`src/rtl/ui_pkg.sv`:
```
// Shared constants and types for the serial UI command path.
// Lowercase command acceptance is controlled by UI_CMD_LOWERCASE_EN.
package ui_pkg;

  localparam logic [1:0] RESP_OK    = 2'd0;
  localparam logic [1:0] RESP_ERR   = 2'd1;
  localparam logic [1:0] RESP_DATA0 = 2'd2;
  localparam logic [1:0] RESP_DATA1 = 2'd3;

  localparam logic [7:0] CHAR_CR    = 8'h0D;
  localparam logic [7:0] CHAR_STAR  = 8'h2A;
  localparam logic [7:0] CHAR_0     = 8'h30;
  localparam logic [7:0] CHAR_9     = 8'h39;
  localparam logic [7:0] CHAR_A     = 8'h41;
  localparam logic [7:0] CHAR_C     = 8'h43;
  localparam logic [7:0] CHAR_F     = 8'h46;
  localparam logic [7:0] CHAR_G     = 8'h47;
  localparam logic [7:0] CHAR_O     = 8'h4F;
  localparam logic [7:0] CHAR_P     = 8'h50;
  localparam logic [7:0] CHAR_R     = 8'h52;
  localparam logic [7:0] CHAR_LC_A  = 8'h61;
  localparam logic [7:0] CHAR_LC_F  = 8'h66;
  localparam logic [7:0] CHAR_LC_Z  = 8'h7A;

  typedef logic [2:0] parse_state_t;
  localparam parse_state_t ST_IDLE  = 3'd0;
  localparam parse_state_t ST_CMD1  = 3'd1;
  localparam parse_state_t ST_CMD2  = 3'd2;
  localparam parse_state_t ST_ARG   = 3'd3;
  localparam parse_state_t ST_EOL   = 3'd4;
  localparam parse_state_t ST_FLUSH = 3'd5;
  localparam parse_state_t ST_RESP  = 3'd6;

  typedef enum logic {OP_GO = 1'b0, OP_READ = 1'b1} op_t;
  typedef enum logic {TGT_PHI = 1'b0, TGT_CHRG = 1'b1} tgt_t;

  // Folds lowercase letters onto uppercase only when lowercase input is allowed.
  function automatic logic [7:0] cmd_char(input logic [7:0] c);
`ifdef UI_CMD_LOWERCASE_EN
    if (c >= CHAR_LC_A && c <= CHAR_LC_Z) return c - 8'h20;
`endif
    return c;
  endfunction

endpackage

```
`src/rtl/ui_hex_decode.sv`:
```
// Combinational ASCII hex digit decoder: character -> {valid, nibble}.
// Accepts a-f in addition to A-F when UI_CMD_LOWERCASE_EN is defined.
module ui_hex_decode (
  input  logic [7:0] ch_i,
  output logic       valid_o,
  output logic [3:0] nib_o
);
  import ui_pkg::*;

  always_comb begin
    valid_o = 1'b0;
    nib_o   = '0;
    if (ch_i >= CHAR_0 && ch_i <= CHAR_9) begin
      valid_o = 1'b1;
      nib_o   = ch_i[3:0];
    end else if (ch_i >= CHAR_A && ch_i <= CHAR_F) begin
      valid_o = 1'b1;
      nib_o   = ch_i[3:0] + 4'd9;
    end
`ifdef UI_CMD_LOWERCASE_EN
    else if (ch_i >= CHAR_LC_A && ch_i <= CHAR_LC_F) begin
      valid_o = 1'b1;
      nib_o   = ch_i[3:0] + 4'd9;
    end
`endif
  end

endmodule

```
`src/rtl/ui_cmd_parse.sv`:
```
// Receive-side command parser: echoes characters, decodes *GO / *RPaaaa / *RCaaaa,
// and drives the response handshake. Lowercase input enabled by UI_CMD_LOWERCASE_EN.
module ui_cmd_parse #(
  parameter int unsigned ADDR_WID = 16
) (
  input  logic                clk,
  input  logic                rst,
  input  logic [7:0]          rx_data,
  input  logic                rx_data_rdy,
  output logic                send_char_val,
  output logic [7:0]          send_char,
  output logic                send_resp_val,
  output logic [1:0]          send_resp_type,
  input  logic                send_resp_done,
  output logic                phi_rd_req,
  output logic                chrg_rd_req,
  output logic [ADDR_WID-1:0] rd_addr,
  output logic                go_pulse
);
  import ui_pkg::*;

  localparam int unsigned ADDR_DIG = ADDR_WID / 4;
  localparam int unsigned CNT_W    = $clog2(ADDR_DIG + 1);

  parse_state_t        state_q, state_d;
  op_t                 op_q, op_d;
  tgt_t                tgt_q, tgt_d;
  logic [CNT_W-1:0]    dig_cnt_q, dig_cnt_d;
  logic [ADDR_WID-1:0] addr_q, addr_d;
  logic                echo_val_q, echo_val_d;
  logic [7:0]          echo_char_q, echo_char_d;
  logic                resp_val_q, resp_val_d;
  logic [1:0]          resp_type_q, resp_type_d;
  logic                phi_req_q, phi_req_d;
  logic                chrg_req_q, chrg_req_d;
  logic                go_q, go_d;

  logic                hex_val;
  logic [3:0]          hex_nib;
  logic [7:0]          cmd_ch;
  logic [CNT_W-1:0]    dig_nxt;

  ui_hex_decode u_hex (
    .ch_i    (rx_data),
    .valid_o (hex_val),
    .nib_o   (hex_nib)
  );

  assign cmd_ch  = cmd_char(rx_data);
  assign dig_nxt = dig_cnt_q + CNT_W'(1);

  always_comb begin
    state_d     = state_q;
    op_d        = op_q;
    tgt_d       = tgt_q;
    dig_cnt_d   = dig_cnt_q;
    addr_d      = addr_q;
    echo_val_d  = 1'b0;
    echo_char_d = echo_char_q;
    resp_val_d  = resp_val_q;
    resp_type_d = resp_type_q;
    phi_req_d   = 1'b0;
    chrg_req_d  = 1'b0;
    go_d        = 1'b0;

    if (state_q == ST_RESP) begin
      if (send_resp_done) begin
        resp_val_d = 1'b0;
        state_d    = ST_IDLE;
      end
    end else if (rx_data_rdy) begin
      echo_val_d  = 1'b1;
      echo_char_d = rx_data;
      if (rx_data == CHAR_CR) begin
        // A CR anywhere but IDLE ends the line; only EOL carries a good command.
        if (state_q != ST_IDLE) begin
          state_d     = ST_RESP;
          resp_val_d  = 1'b1;
          resp_type_d = RESP_ERR;
          if (state_q == ST_EOL) begin
            if (op_q == OP_GO) begin
              resp_type_d = RESP_OK;
              go_d        = 1'b1;
            end else if (tgt_q == TGT_PHI) begin
              resp_type_d = RESP_DATA0;
              phi_req_d   = 1'b1;
            end else begin
              resp_type_d = RESP_DATA1;
              chrg_req_d  = 1'b1;
            end
          end
        end
      end else begin
        case (state_q)
          ST_IDLE: state_d = (rx_data == CHAR_STAR) ? ST_CMD1 : ST_FLUSH;
          ST_CMD1: begin
            if (cmd_ch == CHAR_G) begin
              state_d = ST_CMD2;
              op_d    = OP_GO;
            end else if (cmd_ch == CHAR_R) begin
              state_d = ST_CMD2;
              op_d    = OP_READ;
            end else begin
              state_d = ST_FLUSH;
            end
          end
          ST_CMD2: begin
            if (op_q == OP_GO && cmd_ch == CHAR_O) begin
              state_d = ST_EOL;
            end else if (op_q == OP_READ && (cmd_ch == CHAR_P || cmd_ch == CHAR_C)) begin
              state_d   = ST_ARG;
              tgt_d     = (cmd_ch == CHAR_P) ? TGT_PHI : TGT_CHRG;
              dig_cnt_d = '0;
              addr_d    = '0;
            end else begin
              state_d = ST_FLUSH;
            end
          end
          ST_ARG: begin
            if (hex_val) begin
              addr_d    = (addr_q << 4) | ADDR_WID'(hex_nib);
              dig_cnt_d = dig_nxt;
              if (dig_nxt == CNT_W'(ADDR_DIG)) state_d = ST_EOL;
            end else begin
              state_d = ST_FLUSH;
            end
          end
          default: state_d = ST_FLUSH;
        endcase
      end
    end
  end

  always_ff @(posedge clk) begin
    if (rst) begin
      state_q     <= ST_IDLE;
      op_q        <= OP_GO;
      tgt_q       <= TGT_PHI;
      dig_cnt_q   <= '0;
      addr_q      <= '0;
      echo_val_q  <= 1'b0;
      echo_char_q <= '0;
      resp_val_q  <= 1'b0;
      resp_type_q <= '0;
      phi_req_q   <= 1'b0;
      chrg_req_q  <= 1'b0;
      go_q        <= 1'b0;
    end else begin
      state_q     <= state_d;
      op_q        <= op_d;
      tgt_q       <= tgt_d;
      dig_cnt_q   <= dig_cnt_d;
      addr_q      <= addr_d;
      echo_val_q  <= echo_val_d;
      echo_char_q <= echo_char_d;
      resp_val_q  <= resp_val_d;
      resp_type_q <= resp_type_d;
      phi_req_q   <= phi_req_d;
      chrg_req_q  <= chrg_req_d;
      go_q        <= go_d;
    end
  end

  assign send_char_val  = echo_val_q;
  assign send_char      = echo_char_q;
  assign send_resp_val  = resp_val_q;
  assign send_resp_type = resp_type_q;
  assign phi_rd_req     = phi_req_q;
  assign chrg_rd_req    = chrg_req_q;
  assign rd_addr        = addr_q;
  assign go_pulse       = go_q;

endmodule

```
`config.mk`:
```
export PLATFORM = sky130hd
export DESIGN_NAME = ui_cmd_parse
export DESIGN_NICKNAME = d
export VERILOG_FILES = /design/src/rtl/ui_pkg.sv /design/src/rtl/ui_hex_decode.sv /design/src/rtl/ui_cmd_parse.sv
export SDC_FILE = /design/constraint.sdc
export NUM_CORES = 1
export LEC_CHECK = 0
export BUFFER_PORTS_ARGS = -buffer_cell sky130_fd_sc_hd__buf_4
export CAP_MARGIN = 15
export CELL_PAD_IN_SITES_DETAIL_PLACEMENT = 1
export CELL_PAD_IN_SITES_GLOBAL_PLACEMENT = 2
export CORE_UTILIZATION = 28
export DETAILED_ROUTE_END_ITERATION = 6
export PLACE_DENSITY_LB_ADDON = 0.2
export REMOVE_ABC_BUFFERS = 1
export SYNTH_ARGS = -nofsm -noshare
export SYNTH_HDL_FRONTEND = slang
export SYNTH_SLANG_ARGS = --single-unit
export TNS_END_PERCENT = 5
```
`constraint.sdc`:
```
create_clock -name clk -period 2.07 [get_ports clk]
set_clock_uncertainty 0.2 [all_clocks]
set_input_delay 0 -clock clk [delete_from_list [all_inputs] [get_ports clk]]
set_output_delay 0 -clock clk [all_outputs]
set_load 0.02 [all_outputs]
```
* Yosys cells after proc, flatten, opt, wreduce, memory -nomap -nowiden *
Cells that the tools add are included.

operators by class
  bitwise gates (word level) = 8
  multiplexer cells = 40
  order comparisons = 4
  eq/ne operators = 19
  reductions and logical operators = 22
  $add $sub $neg = 2

operators with widths
  cell                                                             count
  2-to-1 mux 16 bit                                                3
  2-to-1 mux 3 bit                                                 15
  == test 8 x 7 -> 1 bit (second input constant)                   5
  one-hot mux 16 bit (2 select lines)                              1
  OR 16 x 4 -> 16 bit                                              1
  2-to-1 mux 1 bit                                                 15
  one-hot mux 3 bit (4 select lines)                               1
  AND reduction 4 bit                                              3
  nonzero test 2 bit                                               5
  == test 3 bit (second input constant)                            3
  == test 8 x 4 -> 1 bit (second input constant)                   1
  == test 8 x 6 -> 1 bit (second input constant)                   1
  >= comparator 8 x 6 -> 1 bit (second input constant)             1
  >= comparator 8 x 7 -> 1 bit (second input constant)             1
  less-or-equal comparator 8 x 6 -> 1 bit (second input constant)  1
  less-or-equal comparator 8 x 7 -> 1 bit (second input constant)  1
  2-to-1 mux 4 bit                                                 2
  != test 2 bit (second input constant)                            4
  inverter 1 bit                                                   7
  AND reduction 7 bit                                              1
  OR reduction 7 bit                                               1
  == test 3 x 2 -> 1 bit (second input constant)                   2
  one-hot mux 3 bit (2 select lines)                               1
  AND reduction 6 bit                                              1
  14 further kinds                                                 18

word-level totals
  bits of input ports = 12
  output and inout port bits = 31
  register bits after elaboration = 39
  word-level logic and storage cells = 107

* Logic depth before layout (Yosys ltp) *
Gate-level depths: netlist (run 1).

  word-level depth = 9
  gate-level depth with buffers = 8

* Hierarchy *
A second synthesis (run 1) with hierarchy kept.

unflattened totals
  cells, all modules = 211
  area, all modules = 1990.7 um^2

by module, submodules not included
  module         area an instance (um^2)  seq. area each (um^2)  instances  cells an instance
  ui_cmd_parse   1814.2                   780.7                  1          187
  ui_hex_decode  176.4                    0.0                    1          24

* Worst setup path after synthesis (run 1) *
OpenSTA, ideal clock, no wires.

  path type = register to register
  start = register state_q[0]
  end = register dig_cnt_q[2]
  data required time = 1775 ps
  library setup time = 95 ps
  clock period less this slack = 2025 ps
  arrival time = 1730 ps
  buffers on the path = 2
  stages on the path, launching flop included = 8
  slack = 45 ps
  cells stage by stage = dfxtp_1 > clkbuf_1 > nand3b_1 > and2_1 > clkbuf_1 > o2111ai_4 > or3_1 > o311ai_1

on the way
  longest elaborated chain between the ends = 3

ends and longest elaborated chain
  item                                                            line                                    RTL
  start, declared                                                 ui_cmd_parse.sv:25                      parse_state_t state_q, state_d;
  start signal, assigned                                          ui_cmd_parse.sv:149                     state_q <= state_d;
  == test 3 x 2 -> 1 bit / == test 3 bit (equally long branches)  ui_cmd_parse.sv:94, ui_cmd_parse.sv:66
  != test 2 bit (no line) (tied with other cells)                 --
  AND reduction 7 bit (no line)                                   --
  end signal, assigned                                            ui_cmd_parse.sv:152                     dig_cnt_q <= dig_cnt_d;
  end, declared                                                   ui_cmd_parse.sv:28                      logic [CNT_W-1:0] dig_cnt_q, dig_cnt_d;

Parallel ways exist; a longest one is shown, timed or not.
A chain may end at the register's enable or synchronous reset.

* Worst setup path after layout (run 1) *
  start = input rx_data[2]
  end = register addr_q[1], in the netlist rd_addr[1]

on the way
  longest elaborated chain between the ends = 7

ends and longest elaborated chain
  item                                                                                            line                 RTL
  start, declared                                                                                 ui_cmd_parse.sv:8    input logic [7:0] rx_data,
  >= comparator 8 x 7 -> 1 bit / less-or-equal comparator 8 x 7 -> 1 bit (equally long branches)  ui_hex_decode.sv:16  end else if (ch_i >= CHAR_A && ch_i <= CHAR_F) begin
  logical AND 1 bit                                                                               ui_hex_decode.sv:16
  2-to-1 mux 4 bit                                                                                ui_hex_decode.sv:16
  2-to-1 mux 4 bit                                                                                ui_hex_decode.sv:13  if (ch_i >= CHAR_0 && ch_i <= CHAR_9) begin
  OR 16 x 4 -> 16 bit                                                                             ui_cmd_parse.sv:121  addr_d = (addr_q << 4) | ADDR_WID'(hex_nib);
  2-to-1 mux 16 bit                                                                               ui_cmd_parse.sv:120  if (hex_val) begin
  one-hot mux 16 bit (2 select lines)                                                             ui_cmd_parse.sv:94   case (state_q)
  end signal, assigned                                                                            ui_cmd_parse.sv:153  addr_q <= addr_d;
  end, declared                                                                                   ui_cmd_parse.sv:29   logic [ADDR_WID-1:0] addr_q, addr_d;

Parallel ways exist; a longest one is shown, timed or not. The select of a mux whose other input is x is not followed.

==> summary.txt, run 1 <==
Global routing
  • Wire length of the first global-routing pass: 8880 um
  • Antenna violations before repair: 0
  • Congestion Overflow GR: 0
  • All-layer global routing usage: 15.33%
  • Largest net degree at the start of global routing: 43
  • Number of global-route vias before repair: 1819

STA
  • Actual slew at the worst max-slew pin: 475.5 ps
  • Max-slew violations: 0
  • RSZ-0062 raised after global routing: no
  • Number of hold violations in the final report: 1
  • Min Tclk post-route: 1964 ps
  • Max-slew headroom: 68.05%
  • Final setup viols: 0
  • Top achievable clock speed: 509.1 MHz
  • Share of the clock period used by the worst path after layout: 94.89%
  • Final-layout worst hold slack: -4.026 ps

Routing
  • Via count normalized by instance count: 5.003
  • Sum of routed wire length over all layers: 5207 um
  • Remaining design rule violation count: 0
  • DR WL/cell: 14.42 um
  • Post-route antenna net violation count: 0
  • Overall via count from detail_route: 1806
  • First-pass iteration count of the detailed router: 6
  • Initial DRC count: 47

Setup path
  • Endpoint of the most critical register-to-register path: rd_addr[12]$_SDFFE_PP0P_
  • R2r worst-path depth: 6
  • CP Max Fanout: 12
  • WP data required: 2040 ps
  • Type of the worst setup path: in -> reg
  • Kind of capture point of the worst setup path: register
  • Endpoint arrival time on the critical path: 1930 ps
  • Reg2Reg Launch Point: state_q[1]$_SDFFE_PP0P_
  • Launching element type of the critical path: input pin
  • R2R setup slack: 140 ps

Synth
  • Cell variety after synth: 51
  • Async set-or-reset flop fraction in the synthesized netlist: 0%
  • Leading area contributor after synthesis: sky130_fd_sc_hd__dfxtp_1
  • Synthesized instance count: 214
  • Synth top area share: 40.86%
  • Synth area leaders: sky130_fd_sc_hd__dfxtp_1 (41%), sky130_fd_sc_hd__nand2b_1 (5.6%), sky130_fd_sc_hd__nand2_1 (4.1%), sky130_fd_sc_hd__o32ai_1 (4.1%), sky130_fd_sc_hd__ha_1 (3.9%)
  • Count of flip-flops with a built-in enable after synthesis: 0
  • Most frequently used flop master after synthesis: sky130_fd_sc_hd__dfxtp_1
  • Syn Area/Cell: 8.928 um2
  • Part of the Yosys area used for sequential elements: 40.86%
  • Cell area after synthesis: 1911 um2
  • Number of storage elements in the synthesis netlist: 39
  • Yosys warning count: 0

Finish
  • Final design area excluding fillers: 2673 um2
  • Ratio of cells with drive above 1 in the final layout: 28.87%
  • Area occupied by multi-input gates: 1040 um2
  • Final net count: 301
  • Number of filler instances in the final layout: 755
  • Sequential standard cell area: 780.7 um2
  • Number of inserted diodes: 0
  • Area Overhead vs Synth: 39.88%

CTS
  • Count of H-tree levels built during CTS: 2
  • Total CTS buffers: 5
  • Clock sink count: 39
  • Worst-path clk slew: 80 ps
  • Clock root cell: sky130_fd_sc_hd__clkbuf_8
  • Clock latency reported for the late side of the worst-skew pair: 300 ps
  • Maximum clock path buffer count: 2
  • Postcts setup bufs: 0
  • Clock tree from TritonCTS: done

Floorplan
  • I/O Pins: 43
  • Number of rows in the core area: 29
  • Vertical die dimension: 84.61 um
  • Standard cell core area: 6459 um2
  • Initial standard-cell utilization of the core: 29.58%
  • Die area: 7158 um2
  • Die W: 84.61 um

Flow run
  • Total of max-cap violations: 0

Min path
  • Path class of the lowest-slack min-delay path: in -> reg
  • Min-Delay Startpoint: rx_data[0]
  • Worst hold path depth: 4
  • Worst Hold End: rd_addr[3]$_SDFFE_PP0P_

Pwr
  • Power Dens Cells: 611.6 nW/um2
  • Overall power after layout: 1.634 mW
  • Worst VDD drop: 0.0002862 V
  • Leakage power total: 1.042 nW

Status
  • Run status: finished, violations left
  • Violated checks: hold timing

Place
  • Port Buffers: 42
  • Final HPWL DP: 3797 um
  • Placement-stage cell area: 2434 um2
  • Gp weighted congestion: 0.7470
## logic make-up after synthesis
group | after synthesis | share of synthesized area, %
AO/OA/AOI/OAI | 57 | 22.14
adder cells (fa/ha/maj) | 6 | 3.929
XOR/XNOR | 1 | 0.4585
flip-flops | 39 | 40.86
buffers and inverters | 23 | 5.042
multiplexers | 2 | 1.113
AND/OR/NAND/NOR | 86 | 26.46
## per-layer routing
layer | vias to the layer above | global-route usage, % | wire (um)
met4 | 0 | 4.622 | 67
met5 | - | 0 | 0
met3 | 8 | 2.950 | 154
li1 | 920 | - | -
met2 | 31 | 25.94 | 2454
met1 | 847 | 19.77 | 2531
## sequential cells by signal, indices dropped and copies added, names as in the netlist
register and cells:
tgt_q 1, op_q 1, dig_cnt_q 3, rd_addr 16, send_resp_val 1, state_q 3
phi_rd_req 1, send_char 8, go_pulse 1, send_char_val 1, chrg_rd_req 1, send_resp_type 2
## worst max-delay path by stage
stage / start / endpoint / slack [ps] / cells after the start
after detailed placement: rx_data[1] / send_resp_type[0]$_SDFFE_PP0P_ / -3 / 8
final: rx_data[2] / rd_addr[1]$_SDFFE_PP0P_ / 110 / 7
after global placement: rx_data[1] / send_resp_type[0]$_SDFFE_PP0P_ / 20 / 8
after global routing: state_q[1]$_SDFFE_PP0P_ / dig_cnt_q[0]$_SDFFE_PP0P_ / 8 / 6
after CTS: rx_data[2] / send_resp_type[0]$_SDFFE_PP0P_ / 70 / 7
after floorplan: rx_data[3] / dig_cnt_q[2]$_SDFFE_PP0P_ / 140 / 5
## report_power, final
| group | internal [mW] | leakage, nW | switching (mW) |
|---|---|---|---|
| registers | 0.765 | 0.317 | 0.0133 |
| clock network | 0.359 | 0.0581 | 0.289 |
| logic | 0.0983 | 0.667 | 0.110 |
| total | 1.22 | 1.04 | 0.412 |
## critical path: stages
cell                            delay, ps
sky130_fd_sc_hd__dlygate4sd3_1        520
sky130_fd_sc_hd__buf_4                170
sky130_fd_sc_hd__or4bb_1              430
sky130_fd_sc_hd__or2_2                370
sky130_fd_sc_hd__o2111ai_4            130
sky130_fd_sc_hd__buf_4                220
sky130_fd_sc_hd__o32ai_1               90
## cell usage after synthesis, types with 2 or more instances
cell                       instances
sky130_fd_sc_hd__dfxtp_1          39
sky130_fd_sc_hd__nand2_1          21
sky130_fd_sc_hd__nand2b_1         17
sky130_fd_sc_hd__a21oi_1          14
sky130_fd_sc_hd__nor2_1           11
sky130_fd_sc_hd__inv_1            10
sky130_fd_sc_hd__clkbuf_1          9
sky130_fd_sc_hd__o32ai_1           9
sky130_fd_sc_hd__o22ai_1           8
sky130_fd_sc_hd__ha_1              6
sky130_fd_sc_hd__o21ai_0           6
sky130_fd_sc_hd__nand3_1           4
sky130_fd_sc_hd__nand4_1           4
sky130_fd_sc_hd__nor2b_1           4
sky130_fd_sc_hd__nor3_1            4
sky130_fd_sc_hd__nor3b_1           4
sky130_fd_sc_hd__a31oi_1           3
sky130_fd_sc_hd__nand3b_1          3
sky130_fd_sc_hd__a211o_1           2
sky130_fd_sc_hd__a211oi_1          2
sky130_fd_sc_hd__buf_2             2
sky130_fd_sc_hd__nor4b_1           2
sky130_fd_sc_hd__o21a_1            2
## what timing repair did
item | 4_1_cts | 5_1_grt
endpoints found under the setup margin | 0 | 1
endpoints found under the hold margin | 19 | 0
hold buffers | 12 | 0
resized for setup | 0 | 1
## stage by stage
stage               hold WS, ps  setup slack (ps)  instances  utilization [%]  setup TNS (ps)
floorplan                -130.9             141.1        201                -               0
global placement          93.76             19.72        341            37.68               0
detailed placement        97.60            -3.003        341            37.68          -3.003
CTS                       2.892             70.03        361            41.28               0
global route              42.37             7.592        361            41.38               0
finish                   -4.026             105.7        361            41.38               0
## layout make-up
| cell class | count | area share, % |
|---|---|---|
| Multi-Input combinational cell | 152 | 38.90 |
| Clock buffer | 5 | 2.575 |
| Sequential cell | 39 | 29.21 |
| Tap cell | 77 | 3.605 |
| Clock inverter | 3 | 1.639 |
| Inverter | 10 | 1.404 |
| Timing Repair Buffer | 75 | 22.66 |
## cell usage in the layout, fill, tap and decap left out, types with 3 or more instances in the layout
master / Yosys / layout
sky130_fd_sc_hd__buf_4: 0 / 62
sky130_fd_sc_hd__dfxtp_1: 39 / 39
sky130_fd_sc_hd__nand2_1: 21 / 21
sky130_fd_sc_hd__nand2b_1: 17 / 17
sky130_fd_sc_hd__a21oi_1: 14 / 14
sky130_fd_sc_hd__dlygate4sd3_1: 0 / 12
sky130_fd_sc_hd__nor2_1: 11 / 11
sky130_fd_sc_hd__inv_1: 10 / 10
sky130_fd_sc_hd__o32ai_1: 9 / 9
sky130_fd_sc_hd__o22ai_1: 8 / 8
sky130_fd_sc_hd__o21ai_0: 6 / 6
sky130_fd_sc_hd__ha_1: 6 / 6
sky130_fd_sc_hd__clkbuf_8: 0 / 5
sky130_fd_sc_hd__nor3_1: 4 / 4
sky130_fd_sc_hd__nor2b_1: 4 / 4
sky130_fd_sc_hd__nand4_1: 4 / 4
sky130_fd_sc_hd__nor3b_1: 4 / 4
sky130_fd_sc_hd__nand3_1: 4 / 4
sky130_fd_sc_hd__nand3b_1: 3 / 3
sky130_fd_sc_hd__a31oi_1: 3 / 3
Power figures use the tool's default switching activity.
==> run 2: changes to the inputs <==
BUFFER_PORTS_ARGS = default   (was -buffer_cell sky130_fd_sc_hd__buf_4)
CORE_UTILIZATION = 33   (was 28)
DONT_BUFFER_PORTS = 1   (was default)
==> summary.txt, run 2 (synthesis gave the netlist of run 1 again) <==
Status
  • Run status: finished, violations left
  • Violated checks: hold timing

CTS
  • CTS hold repair buffers: 13 (+1)
  • Postcts setup bufs: 0 (unchanged)
  • Total CTS buffers: 5 (unchanged)
  • Clock root cell: sky130_fd_sc_hd__clkbuf_8
  • Clock latency reported for the late side of the worst-skew pair: 290 ps (about the same)
  • Maximum clock path buffer count: 2 (unchanged)
  • Worst-path clk slew: 80 ps (about the same)
  • Clock sink count: 39 (unchanged)
  • Count of H-tree levels built during CTS: 2 (unchanged)
  • Clock tree from TritonCTS: done

Place
  • Gp weighted congestion: 0.7861 (+5.2%)
  • Port Buffers: 0 (-100%)
  • Cell total after placement: 285 (-16%)
  • Final HPWL DP: 3759 um (-0.99%)
  • Worst setup slack after placement: 44.55 ps (+47.55 ps)
  • Placement-stage cell area: 2044 um2 (-16%)

Global routing
  • All-layer global routing usage: 18.33% (+3.0 points)
  • Antenna violations before repair: 0 (unchanged)
  • Number of global-route vias before repair: 1723 (-5.3%)
  • Largest net degree at the start of global routing: 43 (unchanged)
  • Wire length of the first global-routing pass: 8735 um (-1.6%)
  • Congestion Overflow GR: 0 (unchanged)

Finish
  • Final Util: 41.22% (-0.16 points)
  • Final design area excluding fillers: 2283 um2 (-15%)
  • Number of flip-flops in the largest register: 16 (unchanged)
  • Ratio of cells with drive above 1 in the final layout: 14.53% (-14 points)
  • Sequential standard cell area: 782.0 um2 (+0.16%)
  • Number of filler instances in the final layout: 676 (-10%)
  • Final net count: 251 (-17%)
  • Post-route insts no fill: 306 (-15%)
  • Area Overhead vs Synth: 19.52%
  • Area occupied by multi-input gates: 1040 um2 (unchanged)
  • Leading cell type in the layout, fill and taps excluded: sky130_fd_sc_hd__dfxtp_1
  • Number of inserted diodes: 0 (unchanged)
  • Commonest non-fill, non-tap cells in the layout: sky130_fd_sc_hd__dfxtp_1 (38), sky130_fd_sc_hd__nand2_1 (21), sky130_fd_sc_hd__nand2b_1 (17), sky130_fd_sc_hd__a21oi_1 (14)

STA
  • Top achievable clock speed: 516.0 MHz (+1.4%)
  • Final-layout worst hold slack: -358.8 ps (-354.8 ps)
  • Max-slew violations: 0 (unchanged)
  • RSZ-0062 raised after global routing: no
  • Worst setup margin: 132.2 ps (+26.47 ps)
  • Final setup viols: 0 (unchanged)
  • Share of the clock period used by the worst path after layout: 93.62% (-1.3 points)
  • Actual slew at the worst max-slew pin: 565.0 ps (+89.49 ps)
  • Min Tclk post-route: 1938 ps (-26.47 ps)
  • Max-slew headroom: 62.26% (-5.8 points)
  • Number of hold violations in the final report: 6 (+5)
  • Post-route setup TNS: 0 ps (unchanged)

Floorplan
  • Standard cell core area: 5540 um2 (-14%)
  • Vertical die dimension: 78.09 um (-7.7%)
  • Initial standard-cell utilization of the core: 34.49% (+4.9 points)
  • Number of rows in the core area: 27 (-6.9%)
  • Die area: 6098 um2 (-15%)
  • Die W: 78.09 um (-7.7%)
  • I/O Pins: 43 (unchanged)

Flow run
  • Total of max-cap violations: 0 (unchanged)

Routing
  • Post-route antenna net violation count: 0 (unchanged)
  • Via count normalized by instance count: 5.467 (+9.3%)
  • Initial DRC count: 81 (+72%)
  • Remaining design rule violation count: 0 (unchanged)
  • Overall via count from detail_route: 1673 (-7.4%)
  • Sum of routed wire length over all layers: 5388 um (+3.5%)
  • First-pass iteration count of the detailed router: 4 (-2)
  • DR WL/cell: 17.61 um (+22%)

Setup path
  • Launching element type of the critical path: input pin
  • WP data required: 2080 ps (+40 ps)
  • Kind of capture point of the worst setup path: register
  • Type of the worst setup path: in -> reg
  • Start point of the critical path: rx_data[6]
  • CP Max Fanout: 6 (-6)
  • Endpoint arrival time on the critical path: 1940 ps (about the same)
  • Reg2Reg Launch Point: state_q[2]$_SDFFE_PP0P_

Pwr
  • Power Dens Cells: 640.4 nW/um2 (+4.7%)
  • Leakage power total: 0.7820 nW (-25%)
  • Worst VDD drop: 0.0002640 V (-7.7%)
  • Overall power after layout: 1.462 mW (-11%)

Min path
  • Min-Delay Startpoint: rx_data[5]
  • Path class of the lowest-slack min-delay path: in -> reg
==> run 2: where the power goes <==
part           switching (mW)  leakage [nW]  internal (mW)
Combinational          0.0835         0.425         0.0727
Clock                   0.280        0.0402          0.234
Sequential             0.0260         0.317          0.765
Total                   0.390         0.782           1.07
==> run 2: per-layer routing <==
metal / share of wire [%] / GRT usage, % / up-vias
met3: 3.6 / 4.419 / 5
met1: 45 / 23.27 / 824
met5: 0 / 0 / -
met4: 1.1 / 5.185 / 0
met2: 50 / 30.79 / 27
li1: - / - / 817
==> run 2: path summary, 6_finish.rpt <==
| kind | depth (start not counted) | slack [ps] | end |
|---|---|---|---|
| max | 6 | 130 | rd_addr[2]$_SDFFE_PP0P_ |
| min | 2 | -360 | send_char[5]$_SDFFE_PP0P_ |
| max reg2reg | 7 | 210 | rd_addr[10]$_SDFFE_PP0P_ |
| min reg2reg | 1 | 250 | phi_rd_req$_SDFF_PP0_ |
==> run 2: critical path, cell delays in order <==
cell and delay [ps]:
sky130_fd_sc_hd__dlygate4sd3_1 580, sky130_fd_sc_hd__nand4bb_1 240, sky130_fd_sc_hd__o21ai_0 220, sky130_fd_sc_hd__dlygate4sd3_1 590
sky130_fd_sc_hd__a21oi_1 90, sky130_fd_sc_hd__o32ai_1 230
==> run 2: repair_timing <==
action | in CTS | in global routing
endpoints found under the setup margin | 0 | 21
hold endpoints to repair | 39 | 5
gates resized for setup | 0 | 4
==> run 2: layout make-up <==
type	instances	share of cell area, %
Sequential cell	39	34.25
Timing Repair Buffer	25	10.74
Multi-Input combinational cell	152	45.53
Tap cell	72	3.945
Clock inverter	3	0.8767
Clock buffer	5	3.014
Inverter	10	1.644
